`config.mk`:
```
export PLATFORM = sky130hd
export DESIGN_NAME = prewish_button_poller
export DESIGN_NICKNAME = d
export VERILOG_FILES = /design/src/rtl/prewish_pkg.sv /design/src/rtl/prewish_downcounter.sv /design/src/rtl/prewish_button_poller.sv
export SDC_FILE = /design/constraint.sdc
export NUM_CORES = 1
export LEC_CHECK = 0
export ABC_AREA = 1
export CELL_PAD_IN_SITES_DETAIL_PLACEMENT = 1
export CELL_PAD_IN_SITES_GLOBAL_PLACEMENT = 2
export CORE_ASPECT_RATIO = 0.6
export CORE_MARGIN = 2
export CORE_UTILIZATION = 27
export CTS_BUF_LIST = sky130_fd_sc_hd__clkbuf_16
export DETAILED_ROUTE_END_ITERATION = 6
export PLACE_DENSITY = 0.84
export SETUP_SLACK_MARGIN = 0.4
export SLEW_MARGIN = 20
export SYNTH_ARGS = -nofsm -noshare
export SYNTH_HDL_FRONTEND = slang
export SYNTH_HIERARCHICAL = 1
export SYNTH_SLANG_ARGS = --single-unit
```
`constraint.sdc`:
```
create_clock -name CLK_I -period 1.82 [get_ports CLK_I]
set_input_delay 0.273 -clock CLK_I [delete_from_list [all_inputs] [get_ports CLK_I]]
set_output_delay 0.273 -clock CLK_I [all_outputs]
set_load 0.005 [all_outputs]
```
`src/rtl/prewish_pkg.sv`:
```
// Shared definitions for the prewish button poller: state encoding, byte width,
// default timing values and the rising-edge helper.
package prewish_pkg;

  localparam int PREWISH_DW              = 8;
  localparam int PREWISH_POLL_DEFAULT    = 1200;
  localparam int PREWISH_TIMEOUT_DEFAULT = 16;

  typedef enum logic [1:0] {
    ST_IDLE = 2'b00,
    ST_REQ  = 2'b01,
    ST_WAIT = 2'b11,
    ST_EVAL = 2'b10
  } poller_state_t;

  function automatic logic [PREWISH_DW-1:0] rise_bits(input logic [PREWISH_DW-1:0] cur,
                                                      input logic [PREWISH_DW-1:0] prev);
    return cur & ~prev;
  endfunction

endpackage

```
`src/rtl/prewish_downcounter.sv`:
```
// Loadable down-counter with asynchronous reset; it saturates at zero and
// reports zero combinationally.
module prewish_downcounter
  import prewish_pkg::*;
#(
  parameter int               WIDTH     = 4,
  parameter logic [WIDTH-1:0] RESET_VAL = '0
) (
  input  logic             clk,
  input  logic             rst,
  input  logic             load,
  input  logic [WIDTH-1:0] load_value,
  input  logic             dec,
  output logic [WIDTH-1:0] count,
  output logic             zero
);

  always_ff @(posedge clk or posedge rst) begin
    if (rst) begin
      count <= RESET_VAL;
    end else if (load) begin
      count <= load_value;
    end else if (dec && (count != '0)) begin
      count <= count - WIDTH'(1);
    end
  end

  assign zero = (count == '0);

endmodule

```
`src/rtl/prewish_button_poller.sv`:
```
// Polls the prewish debouncer over the STB/DAT handshake, detects new presses and
// keeps a toggle mask. Optional auto-repeat: define PREWISH_POLLER_AUTOREPEAT_EN.
module prewish_button_poller
  import prewish_pkg::*;
#(
  parameter int                    POLL_CYCLES    = PREWISH_POLL_DEFAULT,
  parameter int                    TIMEOUT_CYCLES = PREWISH_TIMEOUT_DEFAULT,
  parameter logic [PREWISH_DW-1:0] ENABLE_MASK    = 8'hFF,
  parameter int                    REPEAT_POLLS   = 50
) (
  input  logic                  CLK_I,
  input  logic                  RST_I,
  output logic                  STB_O,
  output logic [PREWISH_DW-1:0] DAT_O,
  input  logic                  STB_I,
  input  logic [PREWISH_DW-1:0] DAT_I,
  output logic [PREWISH_DW-1:0] o_status,
  output logic [PREWISH_DW-1:0] o_pressed,
  output logic [PREWISH_DW-1:0] o_mask,
  output logic                  o_timeout,
  output logic                  o_alive
);

  localparam int PW = $clog2(POLL_CYCLES);
  localparam int TW = $clog2(TIMEOUT_CYCLES);
  localparam logic [PW-1:0] POLL_LOAD = PW'(POLL_CYCLES - 1);
  localparam logic [TW-1:0] TMO_LOAD  = TW'(TIMEOUT_CYCLES - 1);

  if (POLL_CYCLES < 2 || TIMEOUT_CYCLES < 4 || REPEAT_POLLS < 1) begin : g_param_check
    $error("prewish_button_poller: illegal parameter value");
  end

  poller_state_t state, state_next;
  logic poll_load, poll_dec, poll_zero;
  logic tmo_load, tmo_dec, tmo_zero;
  logic capture, tmo_hit, eval;
  logic [PW-1:0] poll_count;
  logic [TW-1:0] tmo_count;
  logic [PREWISH_DW-1:0] captured, new_pressed, prev;

  prewish_downcounter #(.WIDTH(PW), .RESET_VAL(POLL_LOAD)) u_poll_cnt (
    .clk(CLK_I), .rst(RST_I), .load(poll_load), .load_value(POLL_LOAD),
    .dec(poll_dec), .count(poll_count), .zero(poll_zero)
  );

  prewish_downcounter #(.WIDTH(TW), .RESET_VAL(TMO_LOAD)) u_tmo_cnt (
    .clk(CLK_I), .rst(RST_I), .load(tmo_load), .load_value(TMO_LOAD),
    .dec(tmo_dec), .count(tmo_count), .zero(tmo_zero)
  );

  always_ff @(posedge CLK_I or posedge RST_I) begin
    if (RST_I) state <= ST_IDLE;
    else       state <= state_next;
  end

  always_comb begin
    state_next = state;
    poll_load  = 1'b0;
    poll_dec   = 1'b0;
    tmo_load   = 1'b0;
    tmo_dec    = 1'b0;
    capture    = 1'b0;
    tmo_hit    = 1'b0;
    eval       = 1'b0;
    case (state)
      ST_IDLE: begin
        if (poll_zero) state_next = ST_REQ;
        else           poll_dec   = 1'b1;
      end
      ST_REQ: begin
        tmo_load   = 1'b1;
        state_next = ST_WAIT;
      end
      ST_WAIT: begin
        if (STB_I) begin
          capture    = 1'b1;
          state_next = ST_EVAL;
        end else if (tmo_zero) begin
          tmo_hit    = 1'b1;
          poll_load  = 1'b1;
          state_next = ST_IDLE;
        end else begin
          tmo_dec = 1'b1;
        end
      end
      ST_EVAL: begin
        eval       = 1'b1;
        poll_load  = 1'b1;
        state_next = ST_IDLE;
      end
      default: state_next = ST_IDLE;
    endcase
  end

  assign STB_O    = (state == ST_REQ);
  assign DAT_O    = ENABLE_MASK;
  assign captured = DAT_I & ENABLE_MASK;

`ifdef PREWISH_POLLER_AUTOREPEAT_EN
  logic [7:0] hold;
  logic       held, repeat_fire;

  // A hold counts a poll whose non-zero status matches the previous one.
  assign held        = (captured != '0) && (captured == prev);
  assign repeat_fire = held && (hold == 8'(REPEAT_POLLS - 1));
  assign new_pressed = rise_bits(captured, prev) | (repeat_fire ? captured : '0);

  always_ff @(posedge CLK_I or posedge RST_I) begin
    if (RST_I) begin
      hold <= '0;
    end else if (capture) begin
      if (held && !repeat_fire) hold <= hold + 8'd1;
      else                      hold <= '0;
    end
  end
`else
  assign new_pressed = rise_bits(captured, prev);
`endif

  // o_pressed is loaded at capture so it is visible only during the EVAL cycle.
  always_ff @(posedge CLK_I or posedge RST_I) begin
    if (RST_I) begin
      o_status  <= '0;
      o_pressed <= '0;
      o_mask    <= '0;
      prev      <= '0;
      o_timeout <= 1'b0;
      o_alive   <= 1'b0;
    end else begin
      o_pressed <= '0;
      if (capture) begin
        o_status  <= captured;
        o_pressed <= new_pressed;
      end
      if (eval) begin
        o_mask  <= o_mask ^ o_pressed;
        prev    <= o_status;
        o_alive <= ~o_alive;
      end
      if (tmo_hit) o_timeout <= 1'b1;
    end
  end

endmodule

```
== Word level (Yosys, flattened, before mapping) ==
Index checks and enable logic that the tools add are counted.
Cells by class
  add/subtract/negate cells: 2
  reduce and logical (&&, ||, !) cells: 10
  equal/unequal tests: 5
  muxes and demuxes: 22
  bitwise gates (word level): 4
Operators by type and width (count)
  11-bit 2-to-1 mux: 2
  1-bit 2-to-1 mux: 12
  11-bit zero test: 1
  11-bit nonzero test: 1
  11-bit by 1-bit subtractor with 11-bit output, second input constant: 1
  8-bit AND: 1
  4-bit 2-to-1 mux: 2
  8-bit 2-to-1 mux: 1
  8-bit NOT: 1
  2-bit case mux with 4 select lines: 1
  8-bit bitwise XOR: 1
  2-bit 2-to-1 mux: 3
  2-bit == test, second input constant: 2
  4-bit zero test: 1
  2-bit nonzero test: 2
  4-bit nonzero test: 1
  4-bit by 1-bit subtractor with 4-bit output, second input constant: 1
  3-bit inequality test, second input constant: 1
  2-bit by 1-bit == test with 1-bit output, second input constant: 1
  1-bit logical AND: 2
  2-bit zero test: 1
  2-bit inequality test, second input constant: 1
  1-bit case mux with 2 select lines: 1
  2-bit AND reduction: 1
  1-bit NOT: 1
Word-level totals
  bits of input ports: 11
  output and inout bits: 35
  word-level logic and storage cells: 52
  register bits: 51

== Longest topological paths before layout ==
Gate-level depths: netlist of the first run.
  word-level depth: 7
  mapped depth: 12
  mapped depth without buffers: 12

== Hierarchy ==
The synthesis of the first run kept the hierarchy.
By module, submodules not included
  prewish_button_poller: sequential area each 900.9 µm², cells an instance 181, times used 1, area an instance 1544.0 µm²
  prewish_downcounter at u_poll_cnt: sequential area each 284.0 µm², cells an instance 121, times used 1, area an instance 809.5 µm²
  prewish_downcounter at u_tmo_cnt: sequential area each 105.1 µm², cells an instance 47, times used 1, area an instance 304.0 µm²

== Least setup slack after synthesis of the first run ==
No wires, ideal clock.
  kind: flip-flop to flip-flop
  start point: register u_poll_cnt.count[0]
  end point: register u_poll_cnt.count[4]
  data required time: 1.746 ns
  cell stages (with the launch flop): 13
  setup slack: -0.072 ns
  library setup time: 0.074 ns
  arrival time: 1.818 ns
  buffers on the path: 1
  period minus slack after synthesis: 1.892 ns
  path through: dfstp_2 > inv_1 > ha_1 > nand2_2 > nor2_1 > nand3_1 > nor2_1 > nor3_1 > nand2_4 > nand2_4 > buf_6 > nand2_1 > o21ai_2
On the way
  longest elaborated chain between the ends: 5
  elaborated cells on any way between the ends: 9
  classes of those cells: add/sub (1); mux (4); reduce/logical (4)
Ends and longest elaborated chain
  from (decl): line prewish_downcounter.sv:14  | output logic [WIDTH-1:0] count,
  from (signal assigned): line prewish_downcounter.sv:22  | count <= load_value;
  from (signal assigned): line prewish_downcounter.sv:24  | count <= count - WIDTH'(1);
  11-bit zero test: line prewish_downcounter.sv:28  | assign zero = (count == '0);
  net poll_zero: line prewish_button_poller.sv:34  | logic poll_load, poll_dec, poll_zero;
  1-bit 2-to-1 mux: line prewish_button_poller.sv:67  | if (poll_zero) state_next = ST_REQ;
  1-bit 2-to-1 mux: line prewish_button_poller.sv:65  | case (state)
  net poll_dec: line prewish_button_poller.sv:34
  1-bit logical AND: line prewish_downcounter.sv:23  | end else if (dec && (count != '0)) begin
  2-bit nonzero test (no source line)
The timed path passes the listed nets, and every way through them passes these cells. The select of a mux whose other input is x is not followed.
A chain may end at the register's enable or synchronous reset.

== Worst setup path after layout of the first run ==
  start point: register u_poll_cnt.count[0]
  end point: register u_poll_cnt.count[3]
The elaborated chain is that of the path after synthesis.

==> results of run 1 <==
## cell type report
cell class	instances	share of cell area
Inverter	45	0.0445
Multi-Input combinational cell	258	0.343
Timing Repair Buffer	104	0.214
Clock buffer	5	0.0307
Clock inverter	3	0.0114
Tap cell	130	0.0399
Sequential cell	51	0.316
## placed cells by master, fill, tap and decap left out, types with 10 or more instances in the layout
cell	netlist	layout
dfstp_2	11	11
nand4_1	10	10
dlygate4sd2_1	0	26
inv_2	6	10
buf_4	9	59
dfrtp_1	40	40
nand2_4	3	11
nand2_1	143	130
clkdlybuf4s50_1	0	10
inv_1	38	30
nand3_1	29	22
conb_1	2	23
## power breakdown
group          internal, uW  switching (uW)
Clock                   654             448
Combinational          1900            2350
Sequential             1630             300
Total                  4190            3100
## layer usage
metal,vias to the layer above,global-route usage
met5,-,0
met4,0,0.0467
met3,10,0.0381
met2,52,0.291
met1,1313,0.223
li1,1284,-
## critical path, stage by stage, from the launching register on
cell	delay, ns
dfstp_2	0.55
inv_2	0.05
ha_4	0.16
nand2_4	0.07
nor2_4	0.04
nand3_2	0.09
nor2_4	0.05
nor3_4	0.21
nand2_4	0.14
nand2_8	0.13
buf_6	0.12
nand2_2	0.05
nand2_2	0.06
## through the flow
step           hold WS (ns)  setup slack, ns  utilization
5_1_grt               0.418          -0.0335        0.436
3_3_place_gp          0.422           0.0176        0.362
6_report              0.368           0.0600        0.436
3_5_place_dp          0.428          -0.0583        0.362
2_1_floorplan         0.120            0.125            -
4_1_cts               0.390            0.150        0.420
## state kept, by name (all words and copies together) (netlist names)
register,cells
u_poll_cnt/count,11
o_pressed,8
o_alive,1
o_status,8
o_mask,8
u_tmo_cnt/count,4
state,2
prev,8
o_timeout,1
## kinds of logic (layout without fill, tap and decap cells)
family                   count (synthesis)  after routing
adder cells (fa/ha/maj)                  2              2
AND/OR/NAND/NOR                        219            219
XOR/XNOR                                 1              1
buffers and inverters                   61            157
AO/OA/AOI/OAI                           13             13
other                                    2             23
flip-flops                              51             51
## worst paths after layout
check                      cells past startpoint  slack, ns             endpoint
min                                            2       0.37  u_poll_cnt/count[8]
max reg2reg                                   12       0.06  u_poll_cnt/count[3]
min in group CLK_I                             1       0.43         o_pressed[6]
min reg2reg                                    1       0.43         o_pressed[6]
max                                           12       0.06  u_poll_cnt/count[3]
max in group asynchronous                      3       1.01          o_status[6]
## cells in the mapped netlist (3+ instances only)
library cell  count
nor3_1            9
dfrtp_1          40
buf_2             4
dfstp_2          11
nand3_1          29
inv_1            38
o21ai_2           4
o21ai_0           7
inv_2             6
nor2_1           13
nand2_2           4
nand2_1         143
nand4_1          10
nand2_4           3
buf_4             9
## timing repair
action                                  in CTS  in global routing
setup buffers                               36                  7
resized for setup                           63                 23
pin swaps                                    9                  4
hold buffers                                 0                  0
cloned                                       0                  0
endpoints found under the setup margin      43                 35
==> results by group, run 1 <==
Clock tree
  • Max Root-Sink Buffers: 2
  • CTS clk-pin slew, worst paths: roughly 0.07 ns
  • # clock sinks: 51
  • Root Driver: clkbuf_16
  • H-tree Lvls: 2
  • Total CTS buffers: 5
  • CTS tree: done
  • Skew-Pair Late Insertion Delay: 0.29 ns

Route
  • Top sig layer: met4
  • Pre-antenna DRT Iters: 4
  • Vias post-DR: approximately 2700
  • Number of remaining DRC errors: 0
  • Routed WL: about 8.9 mm
  • Iter 0 DRT Violations: 91
  • Routed Antenna Nets: 0
  • Routed wire per std cell: 14.9 um
  • Met2 WL: between 4 and 5 mm
  • Via density: 4.46
  • DRT met1 WL: 4.18 mm
  • Met3 WL: 368 um

Cells and area
  • Layout cell share with drive strength beyond 1: 0.322
  • Area of the multi-input gates: 0.00140 mm2
  • Fin area: 0.00408 mm2
  • # diodes: 0
  • FF/Latch Area: 0.00129 mm2
  • Count of nets after finishing: 478
  • Non-Filler Instances: about 600
  • Fill cell count: 1129
  • Area Overhead vs Synth: 53.4%

Place
  • Routability cong.: around 0.8
  • HPWL Detailed: between 5 and 6 mm
  • Placed Area: 0.00339 mm2
  • Placed insts: between 500 and 600
  • Port Buf Inserts: 37

Synth
  • Area leader, netlist: dfrtp_1
  • Fraction of the mapped netlist area in simple logic gates: 0.364
  • Yosys cell types: 27
  • Synth top area share: 0.377
  • Xor-xnor portion of the synthesized cell area: 0.00330
  • Post-Synthesis Cells: 349
  • Number of synthesized flops with an enable pin: 0
  • Seq cells post-synth: 51
  • Syn_area_per_cell: 7.61 um2
  • Share of async-settable or async-resettable flops after synthesis: 1.00
  • Post-synthesis compound-gate area fraction: 0.0315
  • Post-synthesis mux area share: 0
  • Top cells by area, synth: dfrtp_1, nand2_1, dfstp_2
  • Post-Synth Adder-Cell Area: 0.00942
  • Mapped cell area: 0.00266 mm2
  • Yosys warns: 6
  • Post-synth top flop: dfrtp_1
  • Post-synthesis sequential area ratio: 0.485
  • Largest family of logic cells by synthesized area: simple AND/OR/NAND/NOR gates

Worst setup path
  • Reg2Reg Launch Point: u_poll_cnt/count[0]
  • CP Max Fanout: 7
  • Required @ worst endpoint: 2.06 ns
  • Crit. End Element: flip-flop
  • Worst Path Class, Setup: reg2reg
  • Crit. Startpoint: u_poll_cnt/count[0]
  • Startpoint types: flip-flop
  • Critical path arrival: about 2 ns

GRT
  • GR Util All Layers: 0.171
  • Initial antenna violation count: 0
  • Largest net degree at the start of global routing: 37
  • Gr ovfl total: 0
  • Vias in the first global route: 2820
  • First-pass GRT wire length: 14.2 mm

Timing
  • Tcrit/Tclk final: 0.967
  • Final setup viols: 0
  • Period minus WS final: between 1.5 and 2 ns
  • Clock Skew: ~0.0047 ns
  • Final slew viol count: 0
  • Setup TNS: 0 ns
  • RSZ-0062 raised after global routing: true
  • Fin. Hold Viols: 0
  • Fmax: 568 MHz

Pwr
  • Pwr Density: around 1800 mW/mm2
  • Pwr Total: 7290 uW
  • Maximum vdd drop: 548 uV
  • Pleak: 0.00219 uW

Floorplanning
  • Initial core utilization: 0.284
  • Die height: 80.9 um
  • Die span in x: 132 um
  • Io pins: 46
  • Row count: 27
  • Die Area: 0.0107 mm2
  • Area of the core: 0.00936 mm2

Min path
  • HP Class: in2async

Job
  • Max cap viols: 0

Status
  • Outcome: finished, final reports clean
Power figures use the tool's default switching activity.
==> run 2: changes to the inputs <==
--- a/config.mk
+++ b/config.mk
@@ -6,6 +6,7 @@
 export NUM_CORES = 1
 export LEC_CHECK = 0
 export ABC_AREA = 1
+export CAP_MARGIN = 10
 export CELL_PAD_IN_SITES_DETAIL_PLACEMENT = 1
 export CELL_PAD_IN_SITES_GLOBAL_PLACEMENT = 2
 export CORE_ASPECT_RATIO = 0.6
==> results of run 2 <==
Final layout, timing and power as in run 1 (identical DEF).
==> run 3: changes to the inputs <==
--- a/config.mk
+++ b/config.mk
@@ -7,14 +7,14 @@
 export LEC_CHECK = 0
 export ABC_AREA = 1
 export CAP_MARGIN = 10
-export CELL_PAD_IN_SITES_DETAIL_PLACEMENT = 1
-export CELL_PAD_IN_SITES_GLOBAL_PLACEMENT = 2
+export CELL_PAD_IN_SITES_DETAIL_PLACEMENT = 0
+export CELL_PAD_IN_SITES_GLOBAL_PLACEMENT = 1
 export CORE_ASPECT_RATIO = 0.6
 export CORE_MARGIN = 2
-export CORE_UTILIZATION = 27
+export CORE_UTILIZATION = 35
 export CTS_BUF_LIST = sky130_fd_sc_hd__clkbuf_16
 export DETAILED_ROUTE_END_ITERATION = 6
-export PLACE_DENSITY = 0.84
+export PLACE_DENSITY = 0.85
 export SETUP_SLACK_MARGIN = 0.4
 export SLEW_MARGIN = 20
 export SYNTH_ARGS = -nofsm -noshare
==> run 3 against run 2 <==
Net effect: sequential share of layout area is 1.9 points higher; die area decreased by 22%; critical endpoint is now u_poll_cnt/count[6]; cell count shrank 6.2%; core utilization is 9.2 points higher; critical path depth did not move; clock skew grew 0.0042 ns; wire length is 18% lower; combinational power down 15%; via count down 3.6%; first-iteration DRC count grew 71%; global-route usage increased by 1.9 points.
==> results by group, run 3 (synthesis results as in run 1) <==
Clock tree
  • Total CTS buffers: 5 (unchanged)
  • H-tree Lvls: 2 (unchanged)
  • CTS tree: done
  • Cts hold-fix bufs: 0 (unchanged)
  • Skew-Pair Late Insertion Delay: 0.30 ns (about the same)
  • CTS clk-pin slew, worst paths: 0.07 ns (about the same)
  • Root Driver: clkbuf_16
  • Max Root-Sink Buffers: 2 (unchanged)
  • # clock sinks: 51 (unchanged)

Floorplanning
  • Initial core utilization: 0.364 (+0.0802)
  • Io pins: 46 (unchanged)
  • Die span in x: 116 um (-12%)
  • Row count: 24 (-11%)
  • Die height: 71.5 um (-12%)
  • Die Area: 0.00833 mm2 (-22%)
  • Area of the core: 0.00730 mm2 (-22%)

GRT
  • Vias in the first global route: 2550 (-9.6%)
  • GR Util All Layers: 0.190 (+0.0187)
  • First-pass GRT wire length: 12.2 mm (-14%)
  • Initial antenna violation count: 0 (unchanged)
  • Largest net degree at the start of global routing: 37 (unchanged)
  • Gr ovfl total: 0 (unchanged)

Worst setup path
  • Required @ worst endpoint: 2.01 ns (-0.05 ns)
  • CP Max Fanout: 6 (-1)
  • Crit path max-delay cell type: dfstp_2
  • Startpoint types: flip-flop
  • Crit. End Element: flip-flop
  • Largest stage delay, worst path: 0.56 ns (about the same)
  • Reg2Reg Launch Point: u_poll_cnt/count[0]
  • Worst r2r dst: u_poll_cnt/count[6]
  • Worst Path Class, Setup: reg2reg
  • CP dominant cell by count: nand2_4
  • R2r setup slk: 0.16 ns (+0.10 ns)
  • Critical path arrival: 1.85 ns (-0.15 ns)
  • Reg2Reg Depth: 12 (unchanged)
  • CP Cell Sequence: inv_4, ha_4, nand2_4, nor2_4, nand3_2, nor2_4, nor3_4, nand2_4, nand2_4, inv_1, nand2_1, nand2_1

Place
  • HPWL Detailed: 4.74 mm (-17%)
  • Port Buf Inserts: 37 (unchanged)
  • Routability cong.: 0.849 (+3.8%)

Pwr
  • Maximum vdd drop: 580 uV (+5.8%)
  • Pwr Density: 1690 mW/mm2 (-5.3%)
  • Pleak: 0.00209 uW (-4.6%)
  • Pwr Total: 6520 uW (-10%)

Cells and area
  • Commonest non-fill, non-tap cells in the layout: nand2_1, buf_4, dfrtp_1
  • Commonest non-fill, non-tap cell in the layout: nand2_1
  • FF/Latch Area: 0.00129 mm2 (+0.19%)
  • Final core occ: 0.528 (+0.0923)
  • Fill cell count: 654 (-42%)
  • Area Overhead vs Synth: 45.0%
  • Layout cell share with drive strength beyond 1: 0.286 (-0.0362)
  • Max reg flops: 11 (unchanged)
  • # diodes: 0 (unchanged)
  • Count of nets after finishing: 467 (-2.3%)
  • Biggest register: u_poll_cnt/count
  • Area of the multi-input gates: 0.00131 mm2 (-6.3%)

Timing
  • RSZ-0062 raised after global routing: true
  • Final slew viol count: 0 (unchanged)
  • Period minus WS final: 1.66 ns (-0.0999 ns)
  • Setup TNS: 0 ns (unchanged)
  • Final setup viols: 0 (unchanged)
  • Fmax: 602 MHz (+6.0%)
  • Clock Skew: 0.00884 ns (+0.00418 ns)
  • Tcrit/Tclk final: 0.912 (-0.0549)
  • Fin. Hold Viols: 0 (unchanged)

Route
  • Number of remaining DRC errors: 0 (unchanged)
  • Routed WL: 7.29 mm (-18%)
  • Routed wire per std cell: 13.0 um (-12%)
  • Pre-antenna DRT Iters: 4 (unchanged)
  • Via density: 4.58 (+2.7%)
  • Iter 0 DRT Violations: 156 (+71%)
  • Vias post-DR: 2562 (-3.6%)
  • Routed Antenna Nets: 0 (unchanged)

Status
  • Outcome: finished, final reports clean

Min path
  • HP Class: in2async

Job
  • Max cap viols: 0 (unchanged)
==> run 3: changes by cell type in the layout (fill, tap and decap cells not counted), sizes merged <==
cell,before,now
bufinv,1,0
buf,67,56
clkinv,1,2
==> run 3: layer usage <==
layer  global-route usage  part of all wire  vias up
met5                    0                 0        -
met4               0.0370            0.0015        0
met3               0.0457             0.085        2
met2                0.270              0.43       87
met1                0.294              0.48     1210
li1                     -                 -     1263
==> run 3: critical path, delay by kind of cell, from the launching register on <==
family,cells,cell delay (ns)
simple gates,9,0.72
flops,1,0.56
buf+inv,2,0.12
fa+ha+maj,1,0.16
==> run 3: worst max path at each step <==
stage / startpoint / slack [ns] / to
floorplan: u_poll_cnt/count[0] / 0.13 / u_poll_cnt/count[4]
global placement: u_poll_cnt/count[0] / 0.06 / u_poll_cnt/count[0]
detailed placement: u_tmo_cnt/count[0] / 0.007 / u_poll_cnt/count[4]
CTS: u_poll_cnt/count[0] / 0.18 / u_poll_cnt/count[0]
global route: u_poll_cnt/count[0] / 0.06 / u_poll_cnt/count[4]
finish: u_poll_cnt/count[0] / 0.16 / u_poll_cnt/count[6]
==> run 3: power by group <==
group | switching (uW) | total [uW] | internal [uW]
sequential | 310 | 1940 | 1640
clock | 456 | 979 | 522
combinational | 1980 | 3600 | 1620
total | 2750 | 6520 | 3770
==> run 3: layout make-up <==
class / count / area share
clock buffer: 5 / 0.0325
clock inverter: 3 / 0.00715
inverter: 45 / 0.0471
multi-input combinational: 258 / 0.340
sequential: 51 / 0.335
tap: 104 / 0.0338
timing repair buffer: 93 / 0.204
==> run 3: repair_timing <==
item	CTS	global route
resized for setup	51	15
buffers inserted	39	4
pin swaps	15	7
endpoints found under the setup margin	45	26
gates cloned	0	1
==> run 3: metrics by stage <==
step | std cells | cell area (um2) | hold slack (ns) | setup WS, ns
4_1_cts | 554 | 3770 | 0.368 | 0.179
3_5_place_dp | 507 | 3280 | 0.426 | 0.00707
5_1_grt | 559 | 3850 | 0.407 | 0.0572
6_report | 559 | 3850 | 0.350 | 0.160
2_1_floorplan | 370 | 2790 | 0.120 | 0.125
3_3_place_gp | 507 | 3280 | 0.419 | 0.0567
